**config.mk**
```make
export PLATFORM = sky130hd
export DESIGN_NAME = fpga_receiver_state
export DESIGN_NICKNAME = d
export VERILOG_FILES = /design/src/rtl/fpga_receiver_state.sv
export SDC_FILE = /design/constraint.sdc
export NUM_CORES = 1
export LEC_CHECK = 0
export ABC_AREA = 1
export CORE_ASPECT_RATIO = 1.25
export CORE_MARGIN = 1
export CORE_UTILIZATION = 60
export DETAILED_ROUTE_END_ITERATION = 10
export GPL_TIMING_DRIVEN = 0
export PLACE_DENSITY = 0.83
export SYNTH_ARGS = -nofsm -noshare
export SYNTH_HDL_FRONTEND = slang
export SYNTH_SLANG_ARGS = --single-unit
```
**constraint.sdc**
```tcl
create_clock -name clk -period 4.15 [get_ports clk]
set_input_delay 0.415 -clock clk [delete_from_list [all_inputs] [get_ports clk]]
set_output_delay 0.415 -clock clk [all_outputs]
set_load 0.02 [all_outputs]
```
**src/rtl/fpga_receiver_state.sv**
```systemverilog
// Receiving end of the board-to-board req/ack serial link: synchronises the remote
// strobe/data, runs the 4-phase handshake per symbol and assembles LSB-first bytes.
module fpga_receiver_state #(
    parameter int DATA_BITS      = 8,
    parameter int SYNC_STAGES    = 2,
    parameter int TIMEOUT_CYCLES = 1024
) (
    input  logic                 clk,
    input  logic                 reset,
    input  logic                 reqIn,
    input  logic                 dataIn,
    input  logic                 readAck,
    output logic                 ack,
    output logic [DATA_BITS-1:0] dataOut,
    output logic                 dataValid,
    output logic                 busy,
    output logic                 overrun,
    output logic                 frameError
);

    localparam int CW = $clog2(DATA_BITS + 1);
    localparam int TW = $clog2(TIMEOUT_CYCLES + 1);

    typedef enum logic [2:0] {IDLE, START_HI, BIT_WAIT, BIT_HI, DONE} state_t;

    state_t                 state, state_next;
    logic [SYNC_STAGES-1:0] req_sync, data_sync;
    logic                   req_s, data_s;
    logic [CW-1:0]          bit_cnt, bit_next;
    logic [DATA_BITS-1:0]   shift_reg, shift_next;
    logic [TW-1:0]          tmo_cnt;
    logic                   timeout;

    // Both lines share the same synchroniser depth so data stays aligned with its strobe.
    always_ff @(posedge clk or negedge reset) begin
        if (!reset) begin
            req_sync  <= '0;
            data_sync <= '0;
        end else begin
            req_sync  <= {req_sync[SYNC_STAGES-2:0], reqIn};
            data_sync <= {data_sync[SYNC_STAGES-2:0], dataIn};
        end
    end

    assign req_s  = req_sync[SYNC_STAGES-1];
    assign data_s = data_sync[SYNC_STAGES-1];

    always_ff @(posedge clk or negedge reset) begin
        if (!reset) state <= IDLE;
        else        state <= state_next;
    end

    always_comb begin
        state_next = state;
        bit_next   = bit_cnt;
        shift_next = shift_reg;
        timeout    = (state != IDLE) && (tmo_cnt == TW'(TIMEOUT_CYCLES - 1));
        if (timeout) begin
            // Abort wins over any handshake progress in the same cycle.
            state_next = IDLE;
            bit_next   = '0;
            shift_next = '0;
        end else begin
            case (state)
                IDLE: begin
                    bit_next = '0;
                    if (req_s) state_next = START_HI;
                end
                START_HI: begin
                    if (!req_s) begin
                        state_next = BIT_WAIT;
                        bit_next   = '0;
                        shift_next = '0;
                    end
                end
                BIT_WAIT: begin
                    if (req_s) begin
                        shift_next = shift_reg | ({{(DATA_BITS-1){1'b0}}, data_s} << bit_cnt);
                        state_next = BIT_HI;
                    end
                end
                BIT_HI: begin
                    if (!req_s) begin
                        bit_next   = bit_cnt + CW'(1);
                        state_next = (bit_next == CW'(DATA_BITS)) ? DONE : BIT_WAIT;
                    end
                end
                DONE:    state_next = IDLE;
                default: state_next = IDLE;
            endcase
        end
    end

    always_ff @(posedge clk or negedge reset) begin
        if (!reset) begin
            bit_cnt    <= '0;
            shift_reg  <= '0;
            tmo_cnt    <= '0;
            ack        <= 1'b0;
            busy       <= 1'b0;
            frameError <= 1'b0;
        end else begin
            bit_cnt    <= bit_next;
            shift_reg  <= shift_next;
            tmo_cnt    <= (state_next != state || state == IDLE) ? '0 : tmo_cnt + TW'(1);
            ack        <= (state_next == START_HI) || (state_next == BIT_HI);
            busy       <= (state_next != IDLE);
            frameError <= timeout;
        end
    end

    // Consumer side: a new byte always wins over a coincident read.
    always_ff @(posedge clk or negedge reset) begin
        if (!reset) begin
            dataOut   <= '0;
            dataValid <= 1'b0;
            overrun   <= 1'b0;
        end else if (state == DONE) begin
            dataOut   <= shift_reg;
            dataValid <= 1'b1;
            overrun   <= readAck ? 1'b0 : (dataValid | overrun);
        end else if (readAck && dataValid) begin
            dataValid <= 1'b0;
            overrun   <= 1'b0;
        end
    end

endmodule

```
==> results.cfg <==
[run_status]
status = complete, no violations

[route]
drt_first_iter_violations = 26
vias = 1442
drtAntennaViolNets = 0
vias_per_cell = 5.17
detail_route.wl_per_cell_um = 11.7
dr.pass1.iters = 4
drc = 0
drt-total-wl_um = 3260

[global_route]
grt_pass1_vias = 1404
grt_pass1_wl_um = 5660
grt_antenna_before_repair = 0
grt_max_degree = 43
overflow = 0
grtUsageTotal_pct = 22.7

[final_layout]
fin_util_pct = 75.2
largest_register_ffs = 11
fin_cells = 279
n_antenna_cell = 0
nNetsFinal = 250
finalInstanceArea_sq_mm = 0.00228
syn_to_final_growth_pct = 15.8
drive_above_1_share_pct = 14.0

[timing]
period_share_pct = 42.5
fin_skew_ns = 0.00332
slew_viol_final = 0
period_needed_ns = 1.77
worstMarginPinSlew_ns = 0.326
rsz0062_at_grt = no
finalSetupViolCount = 0
fin_ws_ns = 2.38
fin_hold_ws_ns = 0.361
tns_ns = 0
final_hold_viol_count = 0
timing.fmax_ghz = 0.567
slew_headroom_pct = 78.3

[critical_path]
cp_slowest_cell = dfrtp_1
cp-end-kind = register
crit_path_max_fanout = 10
r2r_end = tmo_cnt[3]
rr_startpoint = bit_cnt[1]
r2r_cells = 10
crit_arrival_ns = 2.01
cp_num_buf_inv = 1
crit_type = register to register
reg2reg_slack_ns = 2.38
cpLargestDelayFamily = simple AND/OR/NAND/NOR gates
cpPeakStageDelay_ns = 0.48
cp-start-kind = register
critPathRequiredTime_ns = 4.40
path_cells = ha_1 > nand2_1 > nor2_1 > nand3_1 > nand3b_2 > nand2_1 > nor2_1 > nand2_2 > buf_6 > nor2_2

[floorplan]
pin_count = 18
die_x_um = 53.2
start_util_pct = 64.9
rows = 22
die_area_sq_mm = 0.00351
core_sq_mm = 0.00303
die_h_um = 66.0

[synth]
synth.distinct_cells = 26
synth_edf_count = 0
ys_seq_area_share_pct = 54.7
synthTopCellsByArea = dfrtp_1 55%, nand2_1 8.2%, inv_1 6.9%
synthFlopType = dfrtp_1
yosysTopAreaCell = dfrtp_1
synthesis.instances = 217
yosys-top-cells-count = 43 x dfrtp_1, 43 x nand2_1, 36 x inv_1
synth_nets = 224
async_reset_ff_share_pct = 100
syn_area_sq_mm = 0.00197
ys_warn_count = 0
ys_seq_elements = 43
synth_top_area_share_pct = 54.7
avgSynthCellArea_sq_um = 9.06

[clocking]
clock-sinks = 43
clock_latency_ns = 0.35
cts_buffers = 5
cts_buffer_depth = 2
clk_pin_slew_ns = 0.11
cts-hold-fix-buffers = 1
cts_root_buf = clkbuf_4
cts_tree = built
cts_resized = 0
cts_htree_levels = 2
post_cts_buffers = 0

[place]
placed_area_sq_mm = 0.00220
dp.cells = 271
hpwlAfterDp_um = 2410
gp_congestion = 0.784
port_buffers = 17
dp_slack_ns = 2.42

[power_and_ir_drop]
leakagePower_nw = 1.11
finalPower_mw = 0.897
powerDensity_mw_per_mm2 = 394
ir_drop_uv = 327

[flow_run]
drv_cap = 0

[min_path]
min_delay_worst_endpoint = data_sync[1]
min_from = data_sync[0]
min_path_type = register to register
hold_path_depth = 0
[placed cells by master, fill, tap and decap left out]
cell type / count
buf_2: 2
and3_1: 1
xnor2_1: 3
clkbuf_4: 5
buf_12: 1
nor2_1: 21
clkbuf_1: 2
nand2_2: 4
bufinv_16: 1
xor2_1: 6
clkdlybuf4s50_1: 16
nor3_4: 1
o21a_1: 1
nor2_4: 2
mux2_2: 3
dlygate4sd3_1: 1
buf_6: 1
dfrtp_1: 43
nor3_1: 3
a2bb2oi_1: 1
nand2_1: 43
nand4_2: 1
nor2_2: 11
nand4_1: 2
a21oi_1: 4
inv_1: 36
nand3_2: 1
nand3_1: 10
ha_1: 2
nand3b_2: 1
o21ai_0: 14
[worst max path at each step]
stage                from      endpoint  slack [ns]  cells past startpoint
2_1_floorplan  tmo_cnt[0]    tmo_cnt[3]        2.60                     11
3_3_place_gp        reset    tmo_cnt[0]        1.63                      1
3_5_place_dp   bit_cnt[1]    tmo_cnt[3]        2.42                     10
4_1_cts        bit_cnt[1]    tmo_cnt[3]        2.38                     10
5_1_grt        tmo_cnt[0]  shift_reg[4]        2.17                     10
6_report       bit_cnt[1]    tmo_cnt[3]        2.38                     10
[per-layer routing]
metal	vias up	part of all wire, %	track usage [%]
met2	31	56	43.8
met3	8	3.0	5.29
met5	-	0	0
li1	721	-	-
met4	0	1.9	8.55
met1	682	40	22.5
[report_power, final]
group	switching (mW)	total [mW]	internal (mW)
sequential	0.0299	0.488	0.458
clock	0.125	0.249	0.124
combinational	0.101	0.160	0.0588
[layout make-up]
type | instances | area [sq um]
Tap cell | 36 | 45.0
Multi-Input combinational cell | 135 | 734
Fill cell | 225 | 751
Timing Repair Buffer | 19 | 195
Buffer | 3 | 20.0
Inverter | 36 | 135
Sequential cell | 43 | 1080
Clock inverter | 1 | 30.0
Clock buffer | 6 | 41.3
[logic make-up (layout without fill, tap and decap cells)]
kind of cell / count (synthesis) / after routing / synth area share (%)
AOI/OAI and AO/OA: 20 / 20 / 5.41
adders and majority gates: 2 / 2 / 1.27
and+or+nand+nor: 101 / 101 / 25.0
xor gates and xnor gates: 9 / 9 / 4.01
DFF: 43 / 43 / 54.7
buffers and inverters: 39 / 65 / 7.89
muxes: 3 / 3 / 1.72
Note: power is estimated with default switching activity, not from simulation.
